[src/rtl/vend_dispense_sequencer.sv]
// ---------------------------------------------------------------------------
// vend_dispense_sequencer
//
// Purpose: carries out the physical part of a vend once the vending
// controller has settled a purchase. One command (product slot + change owed
// in nickels) drives the slot's motor, waits for the drop sensor with a
// timeout, then pulses the coin-return solenoid once per nickel and reports
// completion (done) together with a fault flag.
//
// Optional feature macro: VEND_RETRY_EN
//   defined   -> the first drop-sensor timeout re-runs the motor once;
//                fault is raised only if the retry also times out.
//   undefined -> the first timeout raises fault directly.
//
// Ports:
//   clk          in   system clock, rising edge
//   clr_n        in   asynchronous active-low reset
//   cmd_valid    in   command offered
//   cmd_ready    out  high only in IDLE; accept = cmd_valid & cmd_ready
//   cmd_prod     in   [1:0] product slot 0..3
//   cmd_change   in   [2:0] change owed in nickels (5..7 clamped to 4)
//   drop_sense   in   synchronised product-drop sensor, active-high
//   motor        out  [3:0] one-hot motor drive, bit = latched slot
//   coin_pulse   out  coin-return solenoid drive
//   change_left  out  [2:0] nickels still to be returned
//   busy         out  high in every state except IDLE
//   done         out  one-cycle pulse at the end of each command
//   fault        out  drop never seen; valid with done, held until next accept
// ---------------------------------------------------------------------------
module vend_dispense_sequencer #(
  parameter int MOTOR_CYCLES  = 8,
  parameter int SENSE_TIMEOUT = 64,
  parameter int PULSE_CYCLES  = 4,
  parameter int GAP_CYCLES    = 4
) (
  input  logic       clk,
  input  logic       clr_n,
  input  logic       cmd_valid,
  output logic       cmd_ready,
  input  logic [1:0] cmd_prod,
  input  logic [2:0] cmd_change,
  input  logic       drop_sense,
  output logic [3:0] motor,
  output logic       coin_pulse,
  output logic [2:0] change_left,
  output logic       busy,
  output logic       done,
  output logic       fault
);

  localparam int MAX_A = (MOTOR_CYCLES > SENSE_TIMEOUT) ? MOTOR_CYCLES : SENSE_TIMEOUT;
  localparam int MAX_B = (PULSE_CYCLES > GAP_CYCLES) ? PULSE_CYCLES : GAP_CYCLES;
  localparam int MAX_C = (MAX_A > MAX_B) ? MAX_A : MAX_B;
  localparam int CNT_W = $clog2(MAX_C + 1);

  localparam logic [CNT_W-1:0] MOTOR_LAST = CNT_W'(MOTOR_CYCLES - 1);
  localparam logic [CNT_W-1:0] SENSE_LAST = CNT_W'(SENSE_TIMEOUT - 1);
  localparam logic [CNT_W-1:0] PULSE_LAST = CNT_W'(PULSE_CYCLES - 1);
  localparam logic [CNT_W-1:0] GAP_LAST   = CNT_W'(GAP_CYCLES - 1);

  typedef enum logic [2:0] {
    S_IDLE,
    S_MOTOR,
    S_SENSE,
    S_PAY_HI,
    S_PAY_LO,
    S_DONE
  } state_t;

  function automatic logic [2:0] clamp_change(input logic [2:0] c);
    return (c > 3'd4) ? 3'd4 : c;
  endfunction

  state_t           r_state, w_state_nx;
  logic [CNT_W-1:0] r_cnt, w_cnt_nx;
  logic [1:0]       r_slot, w_slot_nx;
  logic [2:0]       r_change, w_change_nx;
  logic             r_drop, w_drop_nx;
  logic             r_fault, w_fault_nx;
`ifdef VEND_RETRY_EN
  logic             r_retry, w_retry_nx;
`endif

  logic [3:0]       r_motor;
  logic             r_coin;
  logic             r_busy;
  logic             r_done;
  logic             r_ready;

  state_t           w_pay_dest;

  // Where SENSE goes once it is finished (drop or final timeout).
  assign w_pay_dest = (r_change != 3'd0) ? S_PAY_HI : S_DONE;

  always_comb begin
    w_state_nx  = r_state;
    w_cnt_nx    = r_cnt;
    w_slot_nx   = r_slot;
    w_change_nx = r_change;
    w_drop_nx   = r_drop;
    w_fault_nx  = r_fault;
`ifdef VEND_RETRY_EN
    w_retry_nx  = r_retry;
`endif
    case (r_state)
      S_IDLE: begin
        if (cmd_valid) begin
          w_state_nx  = S_MOTOR;
          w_cnt_nx    = '0;
          w_slot_nx   = cmd_prod;
          w_change_nx = clamp_change(cmd_change);
          w_drop_nx   = 1'b0;
          w_fault_nx  = 1'b0;
`ifdef VEND_RETRY_EN
          w_retry_nx  = 1'b0;
`endif
        end
      end
      S_MOTOR: begin
        // A product can fall while the motor is still turning.
        if (drop_sense) w_drop_nx = 1'b1;
        if (r_cnt == MOTOR_LAST) begin
          w_state_nx = S_SENSE;
          w_cnt_nx   = '0;
        end else begin
          w_cnt_nx = r_cnt + CNT_W'(1);
        end
      end
      S_SENSE: begin
        // Drop is checked before expiry so a coincident drop wins.
        if (r_drop || drop_sense) begin
          w_state_nx = w_pay_dest;
          w_cnt_nx   = '0;
        end else if (r_cnt == SENSE_LAST) begin
          w_cnt_nx = '0;
`ifdef VEND_RETRY_EN
          if (!r_retry) begin
            w_state_nx = S_MOTOR;
            w_retry_nx = 1'b1;
            w_drop_nx  = 1'b0;
          end else begin
            w_fault_nx = 1'b1;
            w_state_nx = w_pay_dest;
          end
`else
          w_fault_nx = 1'b1;
          w_state_nx = w_pay_dest;
`endif
        end else begin
          w_cnt_nx = r_cnt + CNT_W'(1);
        end
      end
      S_PAY_HI: begin
        if (r_cnt == PULSE_LAST) begin
          w_state_nx  = S_PAY_LO;
          w_cnt_nx    = '0;
          w_change_nx = r_change - 3'd1;
        end else begin
          w_cnt_nx = r_cnt + CNT_W'(1);
        end
      end
      S_PAY_LO: begin
        // The gap after the last nickel is always served before DONE.
        if (r_cnt == GAP_LAST) begin
          w_state_nx = (r_change != 3'd0) ? S_PAY_HI : S_DONE;
          w_cnt_nx   = '0;
        end else begin
          w_cnt_nx = r_cnt + CNT_W'(1);
        end
      end
      S_DONE: begin
        w_state_nx = S_IDLE;
      end
      default: begin
        w_state_nx = S_IDLE;
      end
    endcase
  end

  // Control state and registered outputs; outputs are decoded from the next
  // state so they line up with the state they describe.
  always_ff @(posedge clk or negedge clr_n) begin
    if (!clr_n) begin
      r_state  <= S_IDLE;
      r_cnt    <= '0;
      r_change <= 3'd0;
      r_drop   <= 1'b0;
      r_fault  <= 1'b0;
`ifdef VEND_RETRY_EN
      r_retry  <= 1'b0;
`endif
      r_motor  <= 4'b0000;
      r_coin   <= 1'b0;
      r_busy   <= 1'b0;
      r_done   <= 1'b0;
      r_ready  <= 1'b1;
    end else begin
      r_state  <= w_state_nx;
      r_cnt    <= w_cnt_nx;
      r_change <= w_change_nx;
      r_drop   <= w_drop_nx;
      r_fault  <= w_fault_nx;
`ifdef VEND_RETRY_EN
      r_retry  <= w_retry_nx;
`endif
      r_motor  <= (w_state_nx == S_MOTOR) ? (4'b0001 << w_slot_nx) : 4'b0000;
      r_coin   <= (w_state_nx == S_PAY_HI);
      r_busy   <= (w_state_nx != S_IDLE);
      r_done   <= (w_state_nx == S_DONE);
      r_ready  <= (w_state_nx == S_IDLE);
    end
  end

  // Slot is pure data: only meaningful while motor is decoded from MOTOR.
  always_ff @(posedge clk) begin
    r_slot <= w_slot_nx;
  end

  assign cmd_ready   = r_ready;
  assign motor       = r_motor;
  assign coin_pulse  = r_coin;
  assign change_left = r_change;
  assign busy        = r_busy;
  assign done        = r_done;
  assign fault       = r_fault;

endmodule

[config.mk]
export PLATFORM = sky130hd
export DESIGN_NAME = vend_dispense_sequencer
export DESIGN_NICKNAME = d
export VERILOG_FILES = /design/src/rtl/vend_dispense_sequencer.sv
export SDC_FILE = /design/constraint.sdc
export NUM_CORES = 1
export LEC_CHECK = 0
export ABC_AREA = 1
export ABC_CLOCK_PERIOD_IN_PS = 2100
export CAP_MARGIN = 20
export CORE_MARGIN = 2
export CORE_UTILIZATION = 41
export CTS_BUF_LIST = sky130_fd_sc_hd__clkbuf_4 sky130_fd_sc_hd__clkbuf_8
export CTS_CLUSTER_DIAMETER = 60
export DETAILED_ROUTE_END_ITERATION = 8
export RECOVER_POWER = 25
export SLEW_MARGIN = 10
export SYNTH_ARGS = -nofsm -noshare
export SYNTH_HDL_FRONTEND = slang
export SYNTH_SLANG_ARGS = --single-unit
[constraint.sdc]
create_clock -name clk -period 2.1 [get_ports clk]
set_clock_uncertainty 0.2 [all_clocks]
set_input_delay 0.21 -clock clk [delete_from_list [all_inputs] [get_ports clk]]
set_output_delay 0.21 -clock clk [all_outputs]
set_load 0.1 [all_outputs]
# --- Word-level counts from Yosys, hierarchy flattened ---
# Index checks and enable logic that the tools add are counted.
classes:
  addsub: 2
  order_cmp: 1
  eq_ne: 15
  shifts: 1
  mux: 27
  reduce_logical: 14
ops:
  columns: ["cell", "n"]
  rows:
  - ["two-way mux 7 bit", 5]
  - ["two-way mux 3 bit", 10]
  - ["case mux 7 bit (4 select lines)", 1]
  - ["case mux 3 bit (5 select lines)", 1]
  - ["!= test 2 bit (second input constant)", 5]
  - ["== test 3 x 2 -> 1 bit (second input constant)", 3]
  - ["adder 7 x 1 -> 7 bit (second input constant)", 1]
  - ["== test 7 x 2 -> 1 bit (second input constant)", 1]
  - ["== test 7 x 3 -> 1 bit (second input constant)", 1]
  - ["== test 7 x 6 -> 1 bit (second input constant)", 1]
  - ["== test 3 x 1 -> 1 bit (second input constant)", 2]
  - ["== test 3 bit (second input constant)", 2]
  - ["logical NOT 3 bit", 2]
  - ["case mux 3 bit (2 select lines)", 1]
  - ["AND reduction 3 bit", 2]
  - ["nonzero test 2 bit", 3]
  - ["nonzero test 3 bit", 2]
  - ["two-way mux 1 bit", 4]
  - ["two-way mux 2 bit", 2]
  - ["two-way mux 4 bit", 1]
  - ["case mux 1 bit (2 select lines)", 2]
  - ["AND reduction 4 bit", 1]
  - ["nonzero test 4 bit", 1]
  - ["<< shifter 1 x 2 -> 4 bit (first input constant)", 1]
  - ["other kinds (5)", 5]
totals:
  register_bits: 25
  inputBits: 9

# --- Logic depth before layout (Yosys ltp) ---
# Gate-level depths: netlist (run 1).
depth:
  ltp_word: 7
  mapped_depth: 12
  ltp_nobuf: 12

# --- Worst setup path before layout (run 1) ---
# Ideal clock, no wire load.
synth_timing:
  path_kind: "reg-to-reg"
  from: "register r_change[0], in the netlist change_left[0]"
  to: "register r_motor[0], in the netlist motor[0]"
  arrival_time_ps: 1968
  slack_ps: -140
  stages_incl_launch_ff: 10
  path_buffers: 0
  path_cell_list: "dfrtp_1 inv_1 ha_1 inv_1 nor2_1 o21ai_1 nand2_1 nor2_2 nand3_2 nor2_1"
synth_between:
  elab_chain_cells: 7
synth_lines:
  columns: ["item", "line", "source"]
  rows:
  - ["start: declaration", "77", "logic [2:0] r_change, w_change_nx;"]
  - ["start signal: assignment", "200", "r_change <= w_change_nx;"]
  - ["nonzero test 3 bit *", "93, 165", null]
  - ["two-way mux 3 bit *", "93, 165", null]
  - ["two-way mux 3 bit", "134", "end else if (r_cnt == SENSE_LAST) begin"]
  - ["two-way mux 3 bit", "131", "if (r_drop || drop_sense) begin"]
  - ["case mux 3 bit (5 select lines) *", "105", "case (r_state)"]
  - ["== test 3 x 1 -> 1 bit *", "206", "r_motor <= (w_state_nx == S_MOTOR) ? (4'b0001 << w_slot_nx) : 4'b0000;"]
  - ["two-way mux 4 bit *", "206", null]
  - ["end signal: assignment", "206", null]
  - ["end: declaration", "84", "logic [3:0] r_motor;"]
# Every way passes the cells marked *; elsewhere a longest branch is shown, timed or not.
# A chain may end at the register's enable or synchronous reset.

# --- Final worst setup path (run 1) ---
layout_timing:
  from: "register r_change[0], in the netlist change_left[0]"
  to: "register r_motor[2], in the netlist motor[2]"
# The elaborated chain is that of the path after synthesis.

==> results of run 1 <==
==> placed cells by master (no fill, tap or decap), drive strengths merged, types with 2 or more instances in the layout <==
cell	instances
a21oi	5
buf	14
clkbuf	5
clkdlybuf4s50	7
dfrtp	22
dfxtp	2
ha	3
inv	33
nand2	39
nand3	14
nand4	3
nor2	31
nor3	5
o21ai	13
==> worst register-to-register path: stages (launching register included) <==
cell and delay (ps):
dfrtp_2 440, inv_1 100, ha_1 150, inv_1 40, nor2_1 230, nand4_1 130, nand3_1 90, nand2_1 80
nor2_4 110, nand3_2 110, nor2_1 110
==> final cells by class <==
cell class / count / area [sq um] / area share (%)
multi-input cells: 119 / 642 / 38.5
flip-flops and latches: 25 / 619 / 37.2
repair buffers: 23 / 189 / 11.3
inverters: 34 / 128 / 7.66
well taps: 46 / 57.6 / 3.46
clock buffers: 4 / 30.0 / 1.80
==> registers in the layout (all words and copies together) (netlist names) <==
name,cells
r_drop,1
change_left,3
motor,4
fault,1
busy,1
done,1
coin_pulse,1
r_state,3
r_slot,2
cmd_ready,1
r_cnt,7
==> per-layer routing <==
metal | global-route usage (%) | up-vias | part of all wire, %
li1 | - | 612 | -
met1 | 22.1 | 533 | 48
met2 | 25.1 | 24 | 47
met3 | 3.93 | 4 | 3.6
met4 | 3.95 | 0 | 1.1
met5 | 0 | - | 0
==> per-stage QoR <==
step                      std cells  instance area [sq um]
after global routing            251                   1670
after detailed placement        246                   1630
final                           251                   1670
after global placement          246                   1630
after floorplan                 178                   1380
after CTS                       250                   1660
==> power groups by stage <==
| stage | clock [uW] | sequential (uW) | combinational, uW |
|---|---|---|---|
| 2_1_floorplan | 0 | 1290 | 732 |
| 3_3_place_gp | 0 | 764 | 1580 |
| 3_5_place_dp | 0 | 769 | 1600 |
| 4_1_cts | 229 | 760 | 1610 |
| 5_1_grt | 260 | 780 | 1770 |
| 6_report | 218 | 756 | 1620 |
==> repair_timing <==
| item | CTS | global route |
|---|---|---|
| buffers inserted | 0 | 1 |
| hold buffers | 0 | 0 |
| resized for setup | 0 | 2 |
| endpoints found under the setup margin | 0 | 4 |
==> kinds of logic (layout without fill, tap and decap cells) <==
family | Yosys count | count (layout) | share of synthesized area [%]
AO/OA/AOI/OAI | 22 | 22 | 9.69
XOR/XNOR | 2 | 2 | 1.27
adder cells (fa/ha/maj) | 3 | 3 | 2.72
buffers and inverters | 34 | 61 | 9.24
flip-flops | 25 | 25 | 44.7
AND/OR/NAND/NOR | 92 | 92 | 32.4
==> worst min-delay path by stage <==
stage             start       end  slack (ps)
2_1_floorplan     clr_n      busy        -290
3_3_place_gp   r_cnt[0]  r_cnt[0]         280
3_5_place_dp   r_cnt[0]  r_cnt[0]         310
4_1_cts           clr_n  r_cnt[4]          40
5_1_grt           fault     fault         360
6_report          fault     fault         330
==> metrics, run 1 <==
status finished clean; CTS tree yes; RSZ-0062 raised after global routing no; Nets 218; largest net degree at the start of global routing 24; Syn Nets 190; antenna-violating nets left 0; crit path cell chain inv_1, ha_1, inv_1, nor2_1, nand4_1, nand3_1, nand2_1, nor2_4, nand3_2, nor2_1; worst r2r dst motor[2]; Clk Latency, worst-skew pair 310 ps; ant diodes 0; Worst Path Buf+Inv 2; row count 21; I/O pin cnt 21; initial antenna violation count 0; PnR worst setup slack 245 ps; CP max FO 4; CP Capture Type register; Slew HR 19.2%; PortBufs 20; drt initial violations 70; area grow syn2layout 20.6%; Critical Path Start Type register; post-synth top area share 39.9%; Final Cycle Share 88.3%; GRT Total Usage 16.0%; Sw Ratio 54.6%; Final Hold Fails 0; FF+latch count, synth 25; Worst-path clk slew 130 ps; top cells by instance count after synthesis nand2_1 (36), nor2_1 (27), inv_1 (25), dfrtp_1 (22), nand3_1 (10); Post-synth EDFFs 0; async set-reset flop share out of synthesis 92.0%; dpl hpwl 2130 um; DRC 0; combinational share of power 62.4%; GR Overflow Total 0; vias per cell 4.67; first drt pass iteration count 4; R2R setup slack 250 ps; CP max stage delay 440 ps; final core utilization 50.7%; H-Tree Level Count 1; Critical Path End motor[2]; synth unique cells 29; Worst R2R Start change_left[0]; Die Ht 62.0 um; CORE AREA 3280 sq um; Int Pwr 1180 uW; f_max 539 MHz; Place WS 231 ps; fill cell count 332; Die W 62.0 um; RePlAce Congestion 0.936; CTS Buf Count 3; slowest CP cell dfrtp_2; hold path depth 2; Main synth FF type dfrtp_1; Cells after Synth 178; PD cells 1550 nW/um^2; sequential area share after synthesis 44.7%; reg2reg path depth 10; net load switching power 1410 uW; Top Family by Delay on Critical Path simple AND/OR/NAND/NOR gates; Post-Syn Area 1380 sq um; Mapped Avg Cell Area 7.76 sq um; PnR Total Power 2590 uW; global-route wire length before repair 4510 um; layout cells sized above 1 22.4%; worst hold path class reg2reg; final worst path period need 1850 ps; Clock Path Buffers 2; initial core utilization 42.1%; post-synth top area cell dfrtp_1; Arr. time, crit path 1900 ps; vias in the first global route 1031; Clk network pwr share 8.4%; setup tns final 0 ps; Final setup viols 0; Pins Over Slew Limit 0; Yosys warnings 0; Post-Route WL 2640 um; LEAKAGE 0.000848 uW; count leader, synth nand2_1; peak supply drop 0.650 mV; DR WL/cell 10.5 um; worst path required time 2140 ps; critical path depth 10; origin of the worst setup path change_left[0]; clock root cell clkbuf_4; maxcap violations 0; hold_ws 328 ps; die area 3850 sq um; WS Path Type reg2reg; via count 1173; Area contributors post-synth dfrtp_1 (40%), nand2_1 (9.8%), nor2_1 (7.3%); Seq pwr share 29.2%; Worst-Margin Slew 1210 ps; clk sinks 25
No activity file was read; power rests on OpenSTA's default activity.
==> run 2, diff against run 1 <==
==> constraint.sdc (replaced) <==
create_clock -name clk -period 2.1 [get_ports clk]
set_clock_uncertainty 0.2 [all_clocks]
set_input_delay 0.21 -clock clk [delete_from_list [all_inputs] [get_ports clk]]
set_output_delay 0.21 -clock clk [all_outputs]
set_load 0.005 [all_outputs]
==> run 2 against run 1 <==
  * Critical path depth grew 1
  * First-iteration DRC count is 31% lower
  * Fmax fell by 0.70%
  * Combinational power is 32% lower
  * Sequential share of layout area decreased by 0.59 points
  * Via count down 2.5%
  * Core utilization grew 0.61 points
  * Global-route usage increased by 1.5 points
  * Worst hold slack got worse by 9.6 ps
  * Critical path type unchanged
  * Highest routed layer unchanged
==> metrics, run 2 (same netlist as run 1, synthesis figures left out) <==
first drt pass iteration count 4 (unchanged); global-route wire length before repair 4860 um (was 4510 um); max reg flops 7 (unchanged); Multi-input gate area 642 sq um (unchanged); Clk network pwr share 10.9% (was 8.4%); most frequent cells in the layout nand2_1 (36), inv_1 (25), nor2_1 (25) (unchanged); RSZ-0062 raised after global routing no (unchanged); CORE AREA 3280 sq um (unchanged); placed cell count 246 (unchanged); Die W 62.0 um (unchanged); initial antenna violation count 0 (unchanged); clock root cell clkbuf_4 (unchanged); worst r2r dst motor[2] (unchanged); I/O pin cnt 21 (unchanged); Clk Latency, worst-skew pair 330 ps (was 310 ps); Post-Route WL 2830 um (was 2640 um); fill cell count 331 (was 332); reg2reg path depth 11 (was 10); area grow syn2layout 22.0% (was 20.6%); f_max 535 MHz (was 539 MHz); final core utilization 51.3% (was 50.7%); GR Overflow Total 0 (unchanged); H-Tree Level Count 1 (unchanged); hold_ws 319 ps (was 328 ps); peak supply drop 0.550 mV (was 0.650 mV); Final Cycle Share 88.9% (was 88.3%); clk sinks 25 (unchanged); post-cts sizing count 0 (unchanged); vias in the first global route 1103 (was 1031); slowest CP cell dfrtp_1 (was dfrtp_2); Critical Path End motor[2] (unchanged); CTS tree yes (unchanged); row count 21 (unchanged); worst path required time 2180 ps (was 2140 ps); initial core utilization 42.1% (unchanged); die area 3850 sq um (unchanged); CP max FO 5 (was 4); Int Pwr 1170 uW (was 1180 uW); Die Ht 62.0 um (unchanged); WS Path Type reg2reg (unchanged); ant diodes 0 (unchanged); Critical Path Start Type register (unchanged); Clock Path Buffers 2 (unchanged); antenna-violating nets left 0 (unchanged); Final setup viols 0 (unchanged); CP max stage delay 430 ps (was 440 ps); most common cell after layout, fill and taps aside nand2_1 (unchanged); Worst Path Buf+Inv 2 (unchanged); Slew HR 16.9% (was 19.2%); PortBufs 20 (unchanged); setup tns final 0 ps (unchanged); Sw Ratio 43.8% (was 54.6%); DRC 0 (unchanged); via count 1144 (was 1173); dpl hpwl 2240 um (was 2130 um); vias per cell 4.58 (was 4.67); CTS Buf Count 3 (unchanged); Biggest register r_cnt (unchanged); Seq pwr share 36.4% (was 29.2%); Non-Filler Instances 250 (was 251); crit path cell chain ha_1, inv_1, nor2_2, nand3_2, nand2_2, nand2_1, inv_1, nand2_1, nor2_4, nand3_2, nor2_1 (was inv_1, ha_1, inv_1, nor2_1, nand4_1, nand3_1, nand2_1, nor2_4, nand3_2, nor2_1); combinational share of power 52.7% (was 62.4%); Nets 217 (was 218); drt initial violations 48 (was 70); Arr. time, crit path 1950 ps (was 1900 ps); final worst path period need 1870 ps (was 1850 ps); largest net degree at the start of global routing 24 (unchanged); CP Capture Type register (unchanged); worst hold path class reg2reg (unchanged); origin of the worst setup path r_cnt[1] (was change_left[0]); hold buffer count at cts 0 (unchanged); DR WL/cell 11.3 um (was 10.5 um); Post-CTS Setup Repair Bufs 0 (unchanged); net load switching power 914 uW (was 1410 uW); PnR Total Power 2090 uW (was 2590 uW); RePlAce Congestion 0.857 (was 0.936); Worst R2R Start r_cnt[1] (was change_left[0]); Top Family by Delay on Critical Path simple AND/OR/NAND/NOR gates (unchanged); status finished clean (unchanged); Pins Over Slew Limit 0 (unchanged); layout cells sized above 1 15.2% (was 22.4%); critical path depth 11 (was 10); PD cells 1240 nW/um^2 (was 1550 nW/um^2); Worst-Margin Slew 1250 ps (was 1210 ps); Final Hold Fails 0 (unchanged); GRT Total Usage 17.5% (was 16.0%); R2R setup slack 230 ps (was 250 ps); Worst-path clk slew 150 ps (was 130 ps); LEAKAGE 0.000823 uW (was 0.000848 uW); maxcap violations 0 (unchanged); Sequential cell area 617 sq um (was 619 sq um)
==> run 2: worst min-delay path by stage <==
stage	start	end	slack, ps	depth (start not counted)
finish	r_cnt[0]	r_cnt[0]	320	1
global route	r_cnt[0]	r_cnt[0]	360	1
CTS	clr_n	r_cnt[6]	10	2
detailed placement	r_cnt[0]	r_cnt[0]	300	1
global placement	r_cnt[0]	r_cnt[0]	280	1
floorplan	clr_n	busy	-290	0
==> run 2: area by class of cell <==
class / instances / area share [%]
Clock buffer: 3 / 1.34
Clock inverter: 1 / 0.445
Inverter: 34 / 7.57
Multi-Input combinational cell: 119 / 38.1
Sequential cell: 25 / 36.6
Tap cell: 46 / 3.41
Timing Repair Buffer: 22 / 12.5
==> run 2: metrics by stage <==
| step | instance area [sq um] | setup slack, ps |
|---|---|---|
| after floorplan | 1380 | 416 |
| after CTS | 1680 | 172 |
| final | 1690 | 232 |
| after global placement | 1650 | 221 |
| after detailed placement | 1650 | 186 |
| after global routing | 1690 | 36.6 |
==> run 2: worst reg2reg max path, stage by stage (launching register included) <==
cell     delay (ps)
dfrtp_1         430
ha_1            210
inv_1            70
nor2_2          140
nand3_2         140
nand2_2         110
nand2_1          50
inv_1            40
nand2_1          80
nor2_4          120
nand3_2         110
nor2_1          110
==> run 2: power by group through the flow <==
stage          Clock [uW]  Combinational (uW)  Sequential, uW
2_1_floorplan           0                 732             759
3_3_place_gp            0                1080             762
3_5_place_dp            0                1100             770
4_1_cts               234                1110             760
5_1_grt               253                1250             778
6_report              227                1100             760
==> run 2: metal layers <==
layer / track usage (%) / vias to the layer above / share of wire, %
li1: - / 614 / -
met1: 22.8 / 511 / 48
met2: 29.0 / 15 / 48
met3: 3.31 / 4 / 2.6
met4: 6.38 / 0 / 1.6
met5: 0 / - / 0
==> run 3, diff against run 2 <==
--- a/config.mk
+++ b/config.mk
@@ -18,3 +18,4 @@
 export SYNTH_ARGS = -nofsm -noshare
 export SYNTH_HDL_FRONTEND = slang
 export SYNTH_SLANG_ARGS = --single-unit
+export TNS_END_PERCENT = 10
==> results of run 3 <==
No change in the layout: final DEF, timing and power equal those of run 2.
